==> src/rtl/fetch_pkg.sv <==
// Shared types and constants for the instruction-fetch stage and its pipeline registers.
package fetch_pkg;

  typedef enum logic [1:0] {
    ST_IDLE,
    ST_RUN,
    ST_HALT
  } fetch_state_e;

  localparam logic [31:0] DEF_NOP_WORD  = 32'h0000_0013;  // addi x0,x0,0
  localparam logic [31:0] DEF_HALT_WORD = 32'h0000_0000;
  localparam int          PC_INC        = 4;

endpackage

==> src/rtl/fetch_stage_if.sv <==
// Fetch-stage signal bundle: control from decode, the instruction-memory port and the IF/ID outputs.
interface fetch_stage_if #(
  parameter int ADDR_W = 8
);
  logic              stall;
  logic              redirect;
  logic [ADDR_W-1:0] redirect_pc;
  logic [ADDR_W-1:0] imem_addr;
  logic [31:0]       imem_instr;
  logic [31:0]       if_id_instr;
  logic [ADDR_W-1:0] if_id_pc;
  logic              if_id_valid;
  logic              halted;

  modport master (
    input  stall, redirect, redirect_pc, imem_instr,
    output imem_addr, if_id_instr, if_id_pc, if_id_valid, halted
  );

  modport slave (
    output stall, redirect, redirect_pc, imem_instr,
    input  imem_addr, if_id_instr, if_id_pc, if_id_valid, halted
  );
endinterface

==> src/rtl/if_id_reg.sv <==
// Pipeline register carrying an instruction word, its PC and a valid bit.
// Flush wins over capture; with neither asserted the contents hold.
module if_id_reg #(
  parameter int          ADDR_W   = 8,
  parameter logic [31:0] NOP_WORD = fetch_pkg::DEF_NOP_WORD
) (
  input  logic              clk,
  input  logic              rst,
  input  logic              i_capture,
  input  logic              i_flush,
  input  logic [31:0]       i_instr,
  input  logic [ADDR_W-1:0] i_pc,
  output logic [31:0]       o_instr,
  output logic [ADDR_W-1:0] o_pc,
  output logic              o_valid
);

  // NOTE: sequential state uses non-blocking assignments so every register samples pre-edge values.
  always_ff @(posedge clk or posedge rst) begin
    if (rst) begin
      o_instr <= NOP_WORD;
      o_pc    <= '0;
      o_valid <= 1'b0;
    end else if (i_flush) begin
      o_instr <= NOP_WORD;
      o_valid <= 1'b0;
    end else if (i_capture) begin
      o_instr <= i_instr;
      o_pc    <= i_pc;
      o_valid <= 1'b1;
    end
  end

endmodule

==> src/rtl/fetch_stage.sv <==
// Instruction-fetch stage: PC register, next-PC selection, IDLE/RUN/HALT control and IF/ID capture.
import fetch_pkg::*;

module fetch_stage #(
  parameter int                ADDR_W    = 8,
  parameter logic [ADDR_W-1:0] RESET_PC  = '0,
  parameter logic [31:0]       NOP_WORD  = DEF_NOP_WORD,
  parameter logic [31:0]       HALT_WORD = DEF_HALT_WORD
) (
  input  logic             clk,
  input  logic             rst,
  fetch_stage_if.master    bus
);

  localparam logic [ADDR_W-1:0] PC_STEP = ADDR_W'(PC_INC);

  fetch_state_e      r_state;
  logic [ADDR_W-1:0] r_pc;
  logic              r_halted;
  logic [ADDR_W-1:0] w_redirect_pc;
  logic              w_capture;
  logic              w_flush;
  logic              w_halt_hit;
  logic              w_unused_lsbs;

  // Redirect targets are forced word-aligned so the PC never leaves a 4-byte boundary.
  assign w_redirect_pc = {bus.redirect_pc[ADDR_W-1:2], 2'b00};
  assign w_unused_lsbs = ^bus.redirect_pc[1:0];

  assign bus.imem_addr = r_pc;
  assign bus.halted    = r_halted;

  // NOTE: every always_comb output gets a default first so no path can infer a latch.
  always_comb begin
    w_capture  = 1'b0;
    w_flush    = 1'b0;
    w_halt_hit = 1'b0;
    if (r_state == ST_RUN) begin
      if (bus.redirect) begin
        w_flush = 1'b1;
      end else if (!bus.stall) begin
        // An X word fails this test and is therefore fetched as an ordinary instruction.
        if (bus.imem_instr == HALT_WORD) begin
          w_halt_hit = 1'b1;
          w_flush    = 1'b1;
        end else begin
          w_capture = 1'b1;
        end
      end
    end
  end

  always_ff @(posedge clk or posedge rst) begin
    if (rst) begin
      r_state  <= ST_IDLE;
      r_pc     <= RESET_PC;
      r_halted <= 1'b0;
    end else begin
      case (r_state)
        ST_IDLE: begin
          r_state <= ST_RUN;
          if (bus.redirect) r_pc <= w_redirect_pc;
        end
        ST_RUN: begin
          if (bus.redirect) begin
            r_pc <= w_redirect_pc;
          end else if (w_halt_hit) begin
            r_state  <= ST_HALT;
            r_halted <= 1'b1;
          end else if (w_capture) begin
            r_pc <= r_pc + PC_STEP;
          end
        end
        ST_HALT: begin
          if (bus.redirect) begin
            r_pc     <= w_redirect_pc;
            r_state  <= ST_RUN;
            r_halted <= 1'b0;
          end
        end
        default: r_state <= ST_IDLE;
      endcase
    end
  end

  if_id_reg #(
    .ADDR_W   (ADDR_W),
    .NOP_WORD (NOP_WORD)
  ) u_if_id (
    .clk       (clk),
    .rst       (rst),
    .i_capture (w_capture),
    .i_flush   (w_flush),
    .i_instr   (bus.imem_instr),
    .i_pc      (r_pc),
    .o_instr   (bus.if_id_instr),
    .o_pc      (bus.if_id_pc),
    .o_valid   (bus.if_id_valid)
  );

endmodule

==> src/flat_wrapper.sv <==
// flat-port wrapper written by rule: the top's interface ports become plain ports
module fetch_stage_flat 
#(
  parameter int                ADDR_W    = 8,
  parameter logic [ADDR_W-1:0] RESET_PC  = '0,
  parameter logic [31:0]       NOP_WORD  = DEF_NOP_WORD,
  parameter logic [31:0]       HALT_WORD = DEF_HALT_WORD
)
  (clk, rst, bus_stall, bus_redirect, bus_redirect_pc, bus_imem_instr, bus_imem_addr, bus_if_id_instr, bus_if_id_pc, bus_if_id_valid, bus_halted);
  fetch_stage_if #(.ADDR_W(ADDR_W)) bus_i ();
  input  logic clk;
  input  logic rst;
  input wire logic [$bits(bus_i.stall)-1:0] bus_stall;
  input wire logic [$bits(bus_i.redirect)-1:0] bus_redirect;
  input wire logic [$bits(bus_i.redirect_pc)-1:0] bus_redirect_pc;
  input wire logic [$bits(bus_i.imem_instr)-1:0] bus_imem_instr;
  output wire logic [$bits(bus_i.imem_addr)-1:0] bus_imem_addr;
  output wire logic [$bits(bus_i.if_id_instr)-1:0] bus_if_id_instr;
  output wire logic [$bits(bus_i.if_id_pc)-1:0] bus_if_id_pc;
  output wire logic [$bits(bus_i.if_id_valid)-1:0] bus_if_id_valid;
  output wire logic [$bits(bus_i.halted)-1:0] bus_halted;
  assign bus_i.stall = bus_stall;
  assign bus_i.redirect = bus_redirect;
  assign bus_i.redirect_pc = bus_redirect_pc;
  assign bus_i.imem_instr = bus_imem_instr;
  assign bus_imem_addr = bus_i.imem_addr;
  assign bus_if_id_instr = bus_i.if_id_instr;
  assign bus_if_id_pc = bus_i.if_id_pc;
  assign bus_if_id_valid = bus_i.if_id_valid;
  assign bus_halted = bus_i.halted;
  fetch_stage #(.ADDR_W(ADDR_W), .RESET_PC(RESET_PC), .NOP_WORD(NOP_WORD), .HALT_WORD(HALT_WORD)) u_core (.clk(clk), .rst(rst), .bus(bus_i));
endmodule
==> config.mk <==
export PLATFORM = sky130hd
export DESIGN_NAME = fetch_stage_flat
export DESIGN_NICKNAME = d
export VERILOG_FILES = /design/src/rtl/fetch_pkg.sv /design/src/rtl/fetch_stage_if.sv /design/src/rtl/if_id_reg.sv /design/src/rtl/fetch_stage.sv /design/src/flat_wrapper.sv
export SDC_FILE = /design/constraint.sdc
export NUM_CORES = 1
export LEC_CHECK = 0
export BUFFER_PORTS_ARGS = -buffer_cell sky130_fd_sc_hd__clkbuf_2
export CAP_MARGIN = 10
export CORE_UTILIZATION = 52
export DETAILED_ROUTE_END_ITERATION = 10
export PLACE_DENSITY = 0.85
export SLEW_MARGIN = 20
export SYNTH_ARGS = -nofsm -noshare
export SYNTH_HDL_FRONTEND = slang
export SYNTH_SLANG_ARGS = --single-unit
export TNS_END_PERCENT = 1
==> constraint.sdc <==
create_clock -name clk -period 3.05 [get_ports clk]
set_clock_uncertainty 0.15 [all_clocks]
set_input_delay 0.305 -clock clk [delete_from_list [all_inputs] [get_ports clk]]
set_output_delay 0.305 -clock clk [all_outputs]
set_load 0.01 [all_outputs]
==> flow_summary_export.csv, run 1 <==
group,metric,value,unit
global_routing,groute.usage.overall,0.2331,
yosys,post_synth_edffs,0,
route,drt_first_iter_violations,74,
placed_design,worst_slack_placed,0.6231,ns
global_routing,overflow,0,
timing,maxSlewHeadroom,0.4642,
clocking,cells_resized_by_post_cts_repair,0,
critical_path,crit_chain,"nand2b_1 > nor3_4 > o21a_1 > buf_4 > nand2_1 > a21oi_2",
global_routing,grt_max_degree,49,
die,die_area,4720,sq um
global_routing,grt_pass1_vias,1681,
clocking,sink_count,48,
layout,multi_input_area,982.2,sq um
timing,timing.fmax,436.1,MHz
timing,final_number_of_setup_violating_endpoints,0,
global_routing,grt_antenna_before_repair,0,
power,p_leak,1.406,nW
timing,finalWorstPathRequiredPeriod,2.293,ns
yosys,synthesis.area_per_instance,10.56,sq um
die,placeableCoreArea,4144,sq um
layout,fillCellCount,374,
placed_design,io_port_bufs,87,
flow_run,cap_viol_max_count,0,
critical_path,critical-path-max-stage-delay,0.60,ns
layout,nNetsFinal,349,
yosys,synthCells,219,
yosys,synth-seq-cells,48,
timing,totalNegativeSetupSlack,0,ns
critical_path,worst-setup-path-type,"register to register",
timing,timing.final.crit_share,0.7518,
worst_hold_path,min_path_type,"primary input to asynchronous set/reset pin",
route,routed_wl,5156,microns
clocking,cts-root-buf,"sky130_fd_sc_hd__clkbuf_8",
die,placementRows,23,
timing,layout_setup_ws,0.7571,ns
run_status,violations_in_the_final_reports,"hold timing",
clocking,worstSkewPairLatency,0.30,ns
timing,number_of_failing_hold_endpoints_at_the_final_stage,45,
layout,post_route_cells_drive_above_1_share,0.4164,
placed_design,dp_hpwl,3739,microns
layout,antenna_cells_inserted,0,
clocking,ctsLongestPathBuffers,2,
route,post_drt_wl_per_cell,14.52,microns
global_routing,grt_first_pass_wirelength,7928,microns
yosys,fraction_of_registers_with_async_set_or_reset_after_synthesis,1.000,
die,die_width,68.70,microns
critical_path,timing.critical_path.to_type,"register",
clocking,tritoncts,"yes",
critical_path,critical_path.n_buffers_inverters,1,
yosys,ys_warn_count,0,
route,vias,1921,
clocking,post-cts-setup-buffers,0,
critical_path,worst_ep_arrival_time,2.38,ns
layout,area.sequential,1205,sq um
critical_path,critPathSlowestCell,"sky130_fd_sc_hd__o21a_1",
critical_path,cp_data_required_time,3.13,ns
route,drc,0,
yosys,post_synthesis_instance_area,2313,sq um
run_status,outcome,"finished, violations left",
critical_path,timing.critical_path.fanout_max,20,
route,vias_per_cell,5.411,
timing,grt_setup_unrepaired,"no",
clocking,cts_buffers,5,
timing,tightest_slew,0.8037,ns
die,initial_utilization,0.5583,
yosys,synth-seq-area-share,0.5208,
route,final_antenna_net_count,0,
placed_design,place.gp.congestion,0.7685,
clocking,cts_max_level,2,
yosys,synth_cell_type_count,39,
clocking,cts_hold_bufs,0,
route,drt-pass1-iter-count,4,
clocking,clkSlewWorstSetupHoldPaths,0.09,ns
yosys,postSynth.topFlopCell,"sky130_fd_sc_hd__dfrtp_1",
die,num_io_pins,94,
critical_path,critical-path-top-delay-family,"compound AO/OA/AOI/OAI gates",
layout,syn_to_final_growth,22.39,%
timing,worst_hold_slack,-0.05020,ns
critical_path,timing.critical_path.from_type,"register",
power,power_density,516.4,nW/um^2
timing,maxSlewViolCount,0,
die,chip_height,68.70,microns
power,worst_ir_drop_vdd,0.0003437,V
## routing by layer
layer | wire length, microns | track usage | share of wire | vias up
met5 | 0 | 0 | 0 | -
met4 | 94 | 0.08163 | 0.018 | 0
met3 | 303 | 0.05921 | 0.059 | 9
met2 | 2528 | 0.3775 | 0.49 | 58
met1 | 2229 | 0.3032 | 0.43 | 933
li1 | - | - | - | 921
## path summary, 6_finish.rpt
kind | end | slack [ns] | depth (start not counted) | start
max | u_core.u_if_id.o_instr[10]$_DFFE_PP0P_ | 0.76 | 6 | u_core.r_state[0]$_DFFE_PP0P_
min | u_core.u_if_id.o_instr[15]$_DFFE_PP0P_ | -0.05 | 2 | rst
max reg2reg | u_core.u_if_id.o_instr[10]$_DFFE_PP0P_ | 0.76 | 6 | u_core.r_state[0]$_DFFE_PP0P_
min reg2reg | u_core.u_if_id.o_pc[2]$_DFFE_PP0P_ | 0.33 | 2 | u_core.u_if_id.o_pc[2]$_DFFE_PP0P_
max in group asynchronous | u_core.bus.imem_addr[7]$_DFFE_PP0P_ | 2.30 | 2 | rst
min in group clk | u_core.u_if_id.o_instr[1]$_DFFE_PP1P_ | 0.08 | 3 | bus_imem_instr[1]
## cell usage after synthesis (all sizes together), types with 2 or more instances
master  number  area [sq um]
clkbuf       2         8.750
nand4        2         33.78
a21oi       23         152.6
a22o        12         105.1
nand2       63         236.5
o21ai        7         46.29
o21a         3         22.52
nand3        8         40.04
nand2b       2         12.51
nor3         5         47.54
nor2         3         11.26
dfstp        3         78.83
o211ai       5         42.54
inv          4         15.01
buf         13         113.9
dfrtp       45          1126
nor4         8         135.1
## where the power goes
part	internal [mW]	total, mW	switching (mW)
clock	0.243	0.450	0.207
sequential	0.693	0.743	0.0495
combinational	0.110	0.269	0.159
## cells in the final DEF, fill, tap and decap left out
cell and instances:
sky130_fd_sc_hd__o211ai_2 1, sky130_fd_sc_hd__nor2_1 3, sky130_fd_sc_hd__and2_2 1, sky130_fd_sc_hd__nor2b_1 1
sky130_fd_sc_hd__a22o_1 12, sky130_fd_sc_hd__clkbuf_1 1, sky130_fd_sc_hd__buf_4 3, sky130_fd_sc_hd__o32a_1 1
sky130_fd_sc_hd__a31oi_1 1, sky130_fd_sc_hd__or2_2 1, sky130_fd_sc_hd__o21ai_0 5, sky130_fd_sc_hd__clkbuf_8 5
sky130_fd_sc_hd__dfrtp_1 45, sky130_fd_sc_hd__bufinv_16 1, sky130_fd_sc_hd__nand2b_1 2, sky130_fd_sc_hd__nor4_4 4
sky130_fd_sc_hd__a21oi_1 13, sky130_fd_sc_hd__nand4_2 1, sky130_fd_sc_hd__nand2_1 63, sky130_fd_sc_hd__o21a_1 3
sky130_fd_sc_hd__and2b_1 1, sky130_fd_sc_hd__nor3_1 3, sky130_fd_sc_hd__clkbuf_2 87, sky130_fd_sc_hd__o21ai_1 1
sky130_fd_sc_hd__clkinv_2 2, sky130_fd_sc_hd__a21o_1 1, sky130_fd_sc_hd__o31ai_1 1, sky130_fd_sc_hd__o211ai_1 4
sky130_fd_sc_hd__nand4_4 1, sky130_fd_sc_hd__mux2i_1 1, sky130_fd_sc_hd__nand3_1 8, sky130_fd_sc_hd__nor3_4 2
sky130_fd_sc_hd__dfstp_2 3, sky130_fd_sc_hd__nor4_2 4, sky130_fd_sc_hd__o21ai_4 1, sky130_fd_sc_hd__a21oi_2 10
sky130_fd_sc_hd__ha_1 1, sky130_fd_sc_hd__inv_1 3, sky130_fd_sc_hd__conb_1 4
## registers in the layout (all words and copies together), names as in the netlist
name                    flops
u_core.bus.halted           1
u_core.bus.imem_addr        6
u_core.r_state              2
u_core.u_if_id.o_instr     32
u_core.u_if_id.o_pc         6
u_core.u_if_id.o_valid      1
## logic make-up (layout without fill, tap and decap cells)
logic type | count (synthesis) | after routing | synth area share
fa+ha+maj | 1 | 1 | 0.005407
other cells | 1 | 4 | 0.001621
buf+inv | 19 | 102 | 0.05948
simple gates | 95 | 95 | 0.2353
mux | 1 | 1 | 0.004327
flops | 48 | 48 | 0.5208
compound gates | 54 | 54 | 0.1731
## area by class of cell
type                       count  area share
sequential                    48      0.4255
multi-input combinational    155      0.3469
timing repair buffer          90      0.1617
clock buffer                   6     0.02563
tap                           50     0.02209
clock inverter                 2     0.01237
inverter                       4    0.005745
## through the flow
stage	cell area, sq um	instances	util	power [mW]
2_1_floorplan	2325	222	-	0.9037
3_3_place_gp	2723	347	0.6570	1.015
3_5_place_dp	2723	347	0.6570	1.025
4_1_cts	2830	355	0.6830	1.474
5_1_grt	2831	355	0.6833	1.540
6_report	2831	355	0.6833	1.462
Note: power is estimated with default switching activity, not from simulation.
==> run 2: changes to the inputs <==
--- a/config.mk
+++ b/config.mk
@@ -5,11 +5,12 @@
 export SDC_FILE = /design/constraint.sdc
 export NUM_CORES = 1
 export LEC_CHECK = 0
+export ABC_AREA = 1
 export BUFFER_PORTS_ARGS = -buffer_cell sky130_fd_sc_hd__clkbuf_2
 export CAP_MARGIN = 10
-export CORE_UTILIZATION = 52
+export CORE_UTILIZATION = 43
 export DETAILED_ROUTE_END_ITERATION = 10
-export PLACE_DENSITY = 0.85
+export PLACE_DENSITY = 0.76
 export SLEW_MARGIN = 20
 export SYNTH_ARGS = -nofsm -noshare
 export SYNTH_HDL_FRONTEND = slang
==> constraint.sdc (replaced) <==
create_clock -name clk -period 2 [get_ports clk]
set_clock_uncertainty 0.15 [all_clocks]
set_input_delay 0.2 -clock clk [delete_from_list [all_inputs] [get_ports clk]]
set_output_delay 0.2 -clock clk [all_outputs]
set_load 0.01 [all_outputs]
==> flow_summary_export.csv, run 2 <==
group,metric,value,unit
run_status,outcome,"finished, final reports clean",
placed_design,placed_cells,433,
die,die_width,73.79,microns
layout,syn_to_final_growth,40.37,%
layout,antenna_cells_inserted,0,
placed_design,dp_hpwl,3553,microns
yosys,synth-seq-cells,48,
global_routing,grt_pass1_vias,1953,
global_routing,met2_layer_usage_reported_by_global_route,0.3629,
die,die_area,5444,sq um
layout,final_cell_mix,"sky130_fd_sc_hd__nand2_1, sky130_fd_sc_hd__clkbuf_2, sky130_fd_sc_hd__dfrtp_1",
die,placeableCoreArea,4848,sq um
layout,fin_cells,471,
global_routing,grt_max_degree,49,
layout,fillCellCount,409,
critical_path,worst_ep_arrival_time,1.94,ns
yosys,synthCells,282,
power,totalPowerFinal,2.099,mW
global_routing,globalRoute.busiestLayer,"met2",
critical_path,timing.critical_path.fanout_max,32,
route,routed_wl,5567,microns
layout,layout_commonest_cell,"sky130_fd_sc_hd__nand2_1",
layout,area.sequential,1205,sq um
global_routing,global_route.usage.met3,0.04252,
power,power_density,674.7,nW/um^2
timing,worst_hold_slack,0.01315,ns
timing,tightest_slew,0.5878,ns
global_routing,grt_first_pass_wirelength,8418,microns
critical_path,timing.critical_path.to_type,"register",
layout,nNetsFinal,448,
yosys,post-synth-top-area-cell,"sky130_fd_sc_hd__dfrtp_1",
yosys,postSynth.topFlopCell,"sky130_fd_sc_hd__dfrtp_1",
placed_design,io_port_bufs,87,
global_routing,grt_antenna_before_repair,0,
die,initial_utilization,0.4570,
yosys,synth.most_common_cell,"sky130_fd_sc_hd__nand2_1",
global_routing,groute.usage.overall,0.2069,
layout,multi_input_area,888.4,sq um
yosys,yosysTopAreaCellShare,0.5082,
global_routing,overflow,0,
timing,final_number_of_setup_violating_endpoints,0,
layout,largest_reg_flops,32,
worst_hold_path,min_path_type,"primary input to register",
die,num_io_pins,94,
timing,maxSlewViolCount,0,
global_routing,gr-usage-met1,0.2496,
power,worst_ir_drop_vdd,0.0002962,V
yosys,synth.top_cells.by_count,"sky130_fd_sc_hd__nand2_1, sky130_fd_sc_hd__dfrtp_1, sky130_fd_sc_hd__nor2_1",
yosys,synthesis.area_per_instance,7.858,sq um
clocking,worstSkewPairLatency,0.29,ns
yosys,fraction_of_registers_with_async_set_or_reset_after_synthesis,1.000,
critical_path,ff2ff_setup_slack,0.40,ns
route,drt_first_iter_violations,112,
critical_path,timing.critical_path.from_type,"primary input",
critical_path,cp_data_required_time,2.03,ns
yosys,post_synthesis_instance_area,2216,sq um
route,vias_per_cell,4.603,
die,placementRows,25,
clocking,cts_max_level,2,
placed_design,place.gp.congestion,0.8069,
timing,totalNegativeSetupSlack,0,ns
yosys,synth_cell_type_count,25,
route,vias,2168,
clocking,cts_buffers,5,
timing,timing.final.crit_share,0.9550,
yosys,ys_warn_count,0,
route,final_antenna_net_count,0,
placed_design,worst_slack_placed,0.2010,ns
critical_path,worst-setup-path-type,"primary input to register",
clocking,sink_count,48,
timing,timing.fmax,523.5,MHz
clocking,ctsLongestPathBuffers,2,
clocking,tritoncts,"yes",
power,p_leak,1.783,nW
layout,post_route_cells_drive_above_1_share,0.2822,
timing,finalWorstPathRequiredPeriod,1.910,ns
die,chip_height,73.79,microns
layout,top_register,"u_core.u_if_id.o_instr",
timing,number_of_failing_hold_endpoints_at_the_final_stage,0,
route,drc,0,
yosys,synth_area_leaders,"sky130_fd_sc_hd__dfrtp_1, sky130_fd_sc_hd__nand2_1, sky130_fd_sc_hd__dfstp_2, sky130_fd_sc_hd__nor2_1, sky130_fd_sc_hd__o21ai_0",
route,drt-pass1-iter-count,4,
timing,maxSlewHeadroom,0.6081,
timing,grt_setup_unrepaired,"no",
clocking,clkSlewWorstSetupHoldPaths,0.08,ns
route,post_drt_wl_per_cell,11.82,microns
yosys,post_synth_edffs,0,
clocking,cts-root-buf,"sky130_fd_sc_hd__clkbuf_8",
timing,layout_setup_ws,0.08991,ns
yosys,synth-seq-area-share,0.5438,
flow_run,cap_viol_max_count,0,
==> run 2: cell types whose count changed in the layout (fill, tap and decap cells not counted), moves of 8 or more <==
| cell | change |
|---|---|
| sky130_fd_sc_hd__nand2_1 | +85 |
| sky130_fd_sc_hd__dlygate4sd3_1 | +29 |
| sky130_fd_sc_hd__nor2_1 | +16 |
| sky130_fd_sc_hd__a22o_1 | -12 |
| sky130_fd_sc_hd__a21oi_1 | -11 |
| sky130_fd_sc_hd__a21oi_2 | -10 |
| sky130_fd_sc_hd__inv_1 | +8 |
==> run 2: routing by layer <==
metal | vias to the layer above | share of wire
met2 | 77 | 0.50
li1 | 1099 | -
met1 | 981 | 0.43
met3 | 11 | 0.052
met4 | 0 | 0.016
met5 | - | 0
==> run 2: area by class of cell <==
| class | instances | area share |
|---|---|---|
| well taps | 67 | 0.02695 |
| clock buffers | 8 | 0.02896 |
| inverters | 15 | 0.01971 |
| multi-input cells | 210 | 0.2856 |
| repair buffers | 123 | 0.2514 |
| flip-flops and latches | 48 | 0.3874 |
==> run 2: timing repair <==
item | in CTS | in global routing
hold buffers | 29 | 0
hold endpoints to repair | 73 | 0
setup buffers | 0 | 1
endpoints found under the setup margin | 0 | 32
resized for setup | 0 | 7
==> run 2: worst max-delay path, stage by stage <==
cell and delay, ns:
sky130_fd_sc_hd__dlygate4sd3_1 0.54, sky130_fd_sc_hd__clkbuf_2 0.12, sky130_fd_sc_hd__nor2_1 0.08, sky130_fd_sc_hd__nand2_1 0.08, sky130_fd_sc_hd__nor2_2 0.15, sky130_fd_sc_hd__nand2_1 0.11
sky130_fd_sc_hd__o21ai_4 0.31, sky130_fd_sc_hd__inv_6 0.17, sky130_fd_sc_hd__nand2_1 0.12, sky130_fd_sc_hd__nand2_1 0.06
==> run 2: report_power, final <==
part | internal [mW] | switching, mW | leakage [nW]
clock | 0.282 | 0.297 | 0.0455
sequential | 1.05 | 0.0622 | 0.618
combinational | 0.185 | 0.223 | 1.12
==> run 2: final timing paths <==
kind,from,to,cells after the start
setup / recovery,bus_imem_instr[20],u_core.u_if_id.o_instr[19]$_DFFE_PP0P_,10
hold / removal,bus_imem_instr[27],u_core.u_if_id.o_instr[27]$_DFFE_PP0P_,3
setup reg to reg,u_core.r_state[0]$_DFFE_PP0P_,u_core.u_if_id.o_instr[19]$_DFFE_PP0P_,8
hold reg to reg,u_core.u_if_id.o_instr[25]$_DFFE_PP0P_,u_core.u_if_id.o_instr[25]$_DFFE_PP0P_,2
max in group asynchronous,rst,u_core.u_if_id.o_pc[6]$_DFFE_PP0P_,4
min in group asynchronous,rst,u_core.u_if_id.o_instr[24]$_DFFE_PP0P_,4
==> run 2: kinds of logic (layout without fill, tap and decap cells) <==
group           after synthesis  count (layout)  synth area share
xor+xnor                      2               2          0.007907
other cells                   1               4          0.001692
fa+ha+maj                     1               1          0.005646
flops                        48              48            0.5438
compound gates               17              17           0.04574
buf+inv                      27             146           0.06493
simple gates                186             186            0.3303
==> run 2: metrics by stage <==
stage,utilization,area [sq um]
4_1_cts,0.6361,3084
2_1_floorplan,-,2227
5_1_grt,0.6415,3110
3_5_place_dp,0.5577,2704
3_3_place_gp,0.5577,2704
6_report,0.6415,3110
==> run 3: changes to the inputs <==
--- a/config.mk
+++ b/config.mk
@@ -11,6 +11,7 @@
 export CORE_UTILIZATION = 43
 export DETAILED_ROUTE_END_ITERATION = 10
 export PLACE_DENSITY = 0.76
+export RECOVER_POWER = 25
 export SLEW_MARGIN = 20
 export SYNTH_ARGS = -nofsm -noshare
 export SYNTH_HDL_FRONTEND = slang
==> flow_summary_export.csv, run 3 (synthesis gave the netlist of run 2 again) <==
group,metric,value,unit
clocking,tritoncts,"yes",
power,power_report.internal_total,1.503,mW
timing,maxSlewHeadroom,0.6121,
critical_path,worst-r2r-cell-count,8,
layout,nNetsFinal,448,
die,num_io_pins,94,
critical_path,timing.critical_path.to_type,"register",
global_routing,global_route.usage.met3,0.04252,
worst_hold_path,min_path_type,"primary input to register",
route,drc,0,
placed_design,dp_hpwl,3553,microns
route,vias_per_cell,4.582,
critical_path,worst_path_most_repeated_cell,"sky130_fd_sc_hd__nand2_1",
power,p_comb_frac,0.190,
timing,number_of_failing_hold_endpoints_at_the_final_stage,0,
route,drt-pass1-iter-count,5,
timing,layout_setup_ws,0.07572,ns
global_routing,grt_first_pass_wirelength,8418,microns
placed_design,place.gp.congestion,0.8069,
critical_path,crit_chain,"dlygate4sd3_1 > clkbuf_2 > nor2_1 > nand2_1 > nor2_2 > nand2_1 > o21ai_4 > inv_6 > nand2_1 > nand2_1",
timing,timing.final.crit_share,0.9621,
power,totalPowerFinal,2.084,mW
timing,timing.fmax,519.7,MHz
clocking,ctsLongestPathBuffers,2,
timing,totalNegativeSetupSlack,0,ns
global_routing,globalRoute.busiestLayer,"met2",
layout,largest_reg_flops,32,
die,die_width,73.79,microns
global_routing,groute.usage.overall,0.2069,
layout,layout_commonest_cell,"sky130_fd_sc_hd__nand2_1",
die,placementRows,25,
layout,antenna_cells_inserted,0,
critical_path,critical_path.n_buffers_inverters,3,
placed_design,worst_slack_placed,0.2010,ns
global_routing,grt_pass1_vias,1953,
global_routing,grt_antenna_before_repair,0,
worst_hold_path,whs_path_depth,3,
power,power.sequential.fraction,0.533,
layout,post_route_cells_drive_above_1_share,0.1955,
timing,tightest_slew,0.5818,ns
run_status,outcome,"finished, final reports clean",
critical_path,worst-setup-path-type,"primary input to register",
critical_path,critical_path_cell_count,10,
placed_design,placed_cells,433,
layout,fin_cells,471,
clocking,cts-root-buf,"sky130_fd_sc_hd__clkbuf_8",
critical_path,cp_data_required_time,2.03,ns
global_routing,met2_layer_usage_reported_by_global_route,0.3629,
power,worst_ir_drop_vdd,0.0002911,V
route,drt_first_iter_violations,120,
clocking,cts_max_level,2,
critical_path,timing.critical_path.from_type,"primary input",
clocking,sink_count,48,
power,p_sw_frac,0.2787,
route,routed_wl,5543,microns
die,initial_utilization,0.4570,
critical_path,critical-path-top-delay-family,"buffers and inverters",
flow_run,cap_viol_max_count,0,
clocking,worstSkewPairLatency,0.29,ns
power,clkPwrFrac,0.277,
critical_path,timing.critical_path.fanout_max,32,
die,placeableCoreArea,4848,sq um
route,post_drt_wl_per_cell,11.77,microns
layout,top_register,"u_core.u_if_id.o_instr",
clocking,clkSlewWorstSetupHoldPaths,0.08,ns
critical_path,critical-path-max-stage-delay,0.54,ns
die,die_area,5444,sq um
global_routing,gr-usage-met1,0.2496,
die,chip_height,73.79,microns
timing,maxSlewViolCount,0,
timing,finalWorstPathRequiredPeriod,1.924,ns
layout,syn_to_final_growth,38.40,%
layout,final_cell_mix,"sky130_fd_sc_hd__nand2_1, sky130_fd_sc_hd__clkbuf_2, sky130_fd_sc_hd__dfrtp_1",
timing,grt_setup_unrepaired,"no",
power,power.net_switching,0.5808,mW
layout,fillCellCount,436,
power,p_leak,1.668,nW
global_routing,overflow,0,
critical_path,critPathSlowestCell,"sky130_fd_sc_hd__dlygate4sd3_1",
route,final_antenna_net_count,0,
power,power_density,679.5,nW/um^2
timing,final_number_of_setup_violating_endpoints,0,
critical_path,worst_ep_arrival_time,1.95,ns
layout,fin_util,0.6325,
clocking,cts_buffers,5,
global_routing,grt_max_degree,49,
route,vias,2158,
placed_design,io_port_bufs,87,
==> run 3: layout make-up <==
type | count | area [sq um] | area share
well taps | 67 | 83.83 | 0.02734
flip-flops and latches | 48 | 1205 | 0.3929
multi-input cells | 210 | 888.4 | 0.2897
clock buffers | 8 | 90.09 | 0.02938
repair buffers | 123 | 738.2 | 0.2407
inverters | 15 | 61.31 | 0.01999
==> run 3: worst paths after layout <==
kind	slack, ns	to	from
hold reg to reg	0.33	u_core.u_if_id.o_instr[20]$_DFFE_PP0P_	u_core.u_if_id.o_instr[20]$_DFFE_PP0P_
setup reg to reg	0.40	u_core.u_if_id.o_instr[19]$_DFFE_PP0P_	u_core.r_state[0]$_DFFE_PP0P_
max in group asynchronous	0.85	u_core.u_if_id.o_valid$_DFFE_PP0P_	rst
setup / recovery	0.08	u_core.u_if_id.o_instr[19]$_DFFE_PP0P_	bus_imem_instr[20]
min in group asynchronous	0.44	u_core.u_if_id.o_instr[24]$_DFFE_PP0P_	rst
hold / removal	0.02	u_core.u_if_id.o_instr[27]$_DFFE_PP0P_	bus_imem_instr[27]
==> run 3: layer usage <==
layer  part of all wire  vias to the layer above
met3              0.055                       11
met4              0.016                        0
met1               0.44                      975
li1                   -                     1099
met2               0.49                       73
met5                  0                        -
==> run 3: repair_timing <==
action,in CTS,in global routing
hold buffers,29,0
setup endpoints to repair,0,32
hold endpoints to repair,73,0
resized for setup,0,7
setup buffers,0,1
==> run 3: per-stage QoR <==
stage / cell area, sq um / hold WS (ns)
global placement: 2704 / 0.2222
detailed placement: 2704 / 0.2249
CTS: 3084 / 0.006338
global route: 3067 / 0.03074
finish: 3067 / 0.01615
floorplan: 2227 / 0.1596
==> run 3: power by group through the flow <==
stage / sequential [mW] / clock (mW) / combinational (mW)
floorplan: 1.16 / 0 / 0.168
global placement: 1.13 / 0 / 0.353
detailed placement: 1.13 / 0 / 0.359
CTS: 1.11 / 0.600 / 0.404
global route: 1.12 / 0.638 / 0.449
finish: 1.11 / 0.578 / 0.395
==> run 3: worst register-to-register path, delay by kind of cell (launching register included) <==
family                 cells  cell delay (ns)
and+or+nand+nor            5             0.54
DFF                        1             0.43
AOI/OAI and AO/OA          1             0.11
buffers and inverters      2             0.31
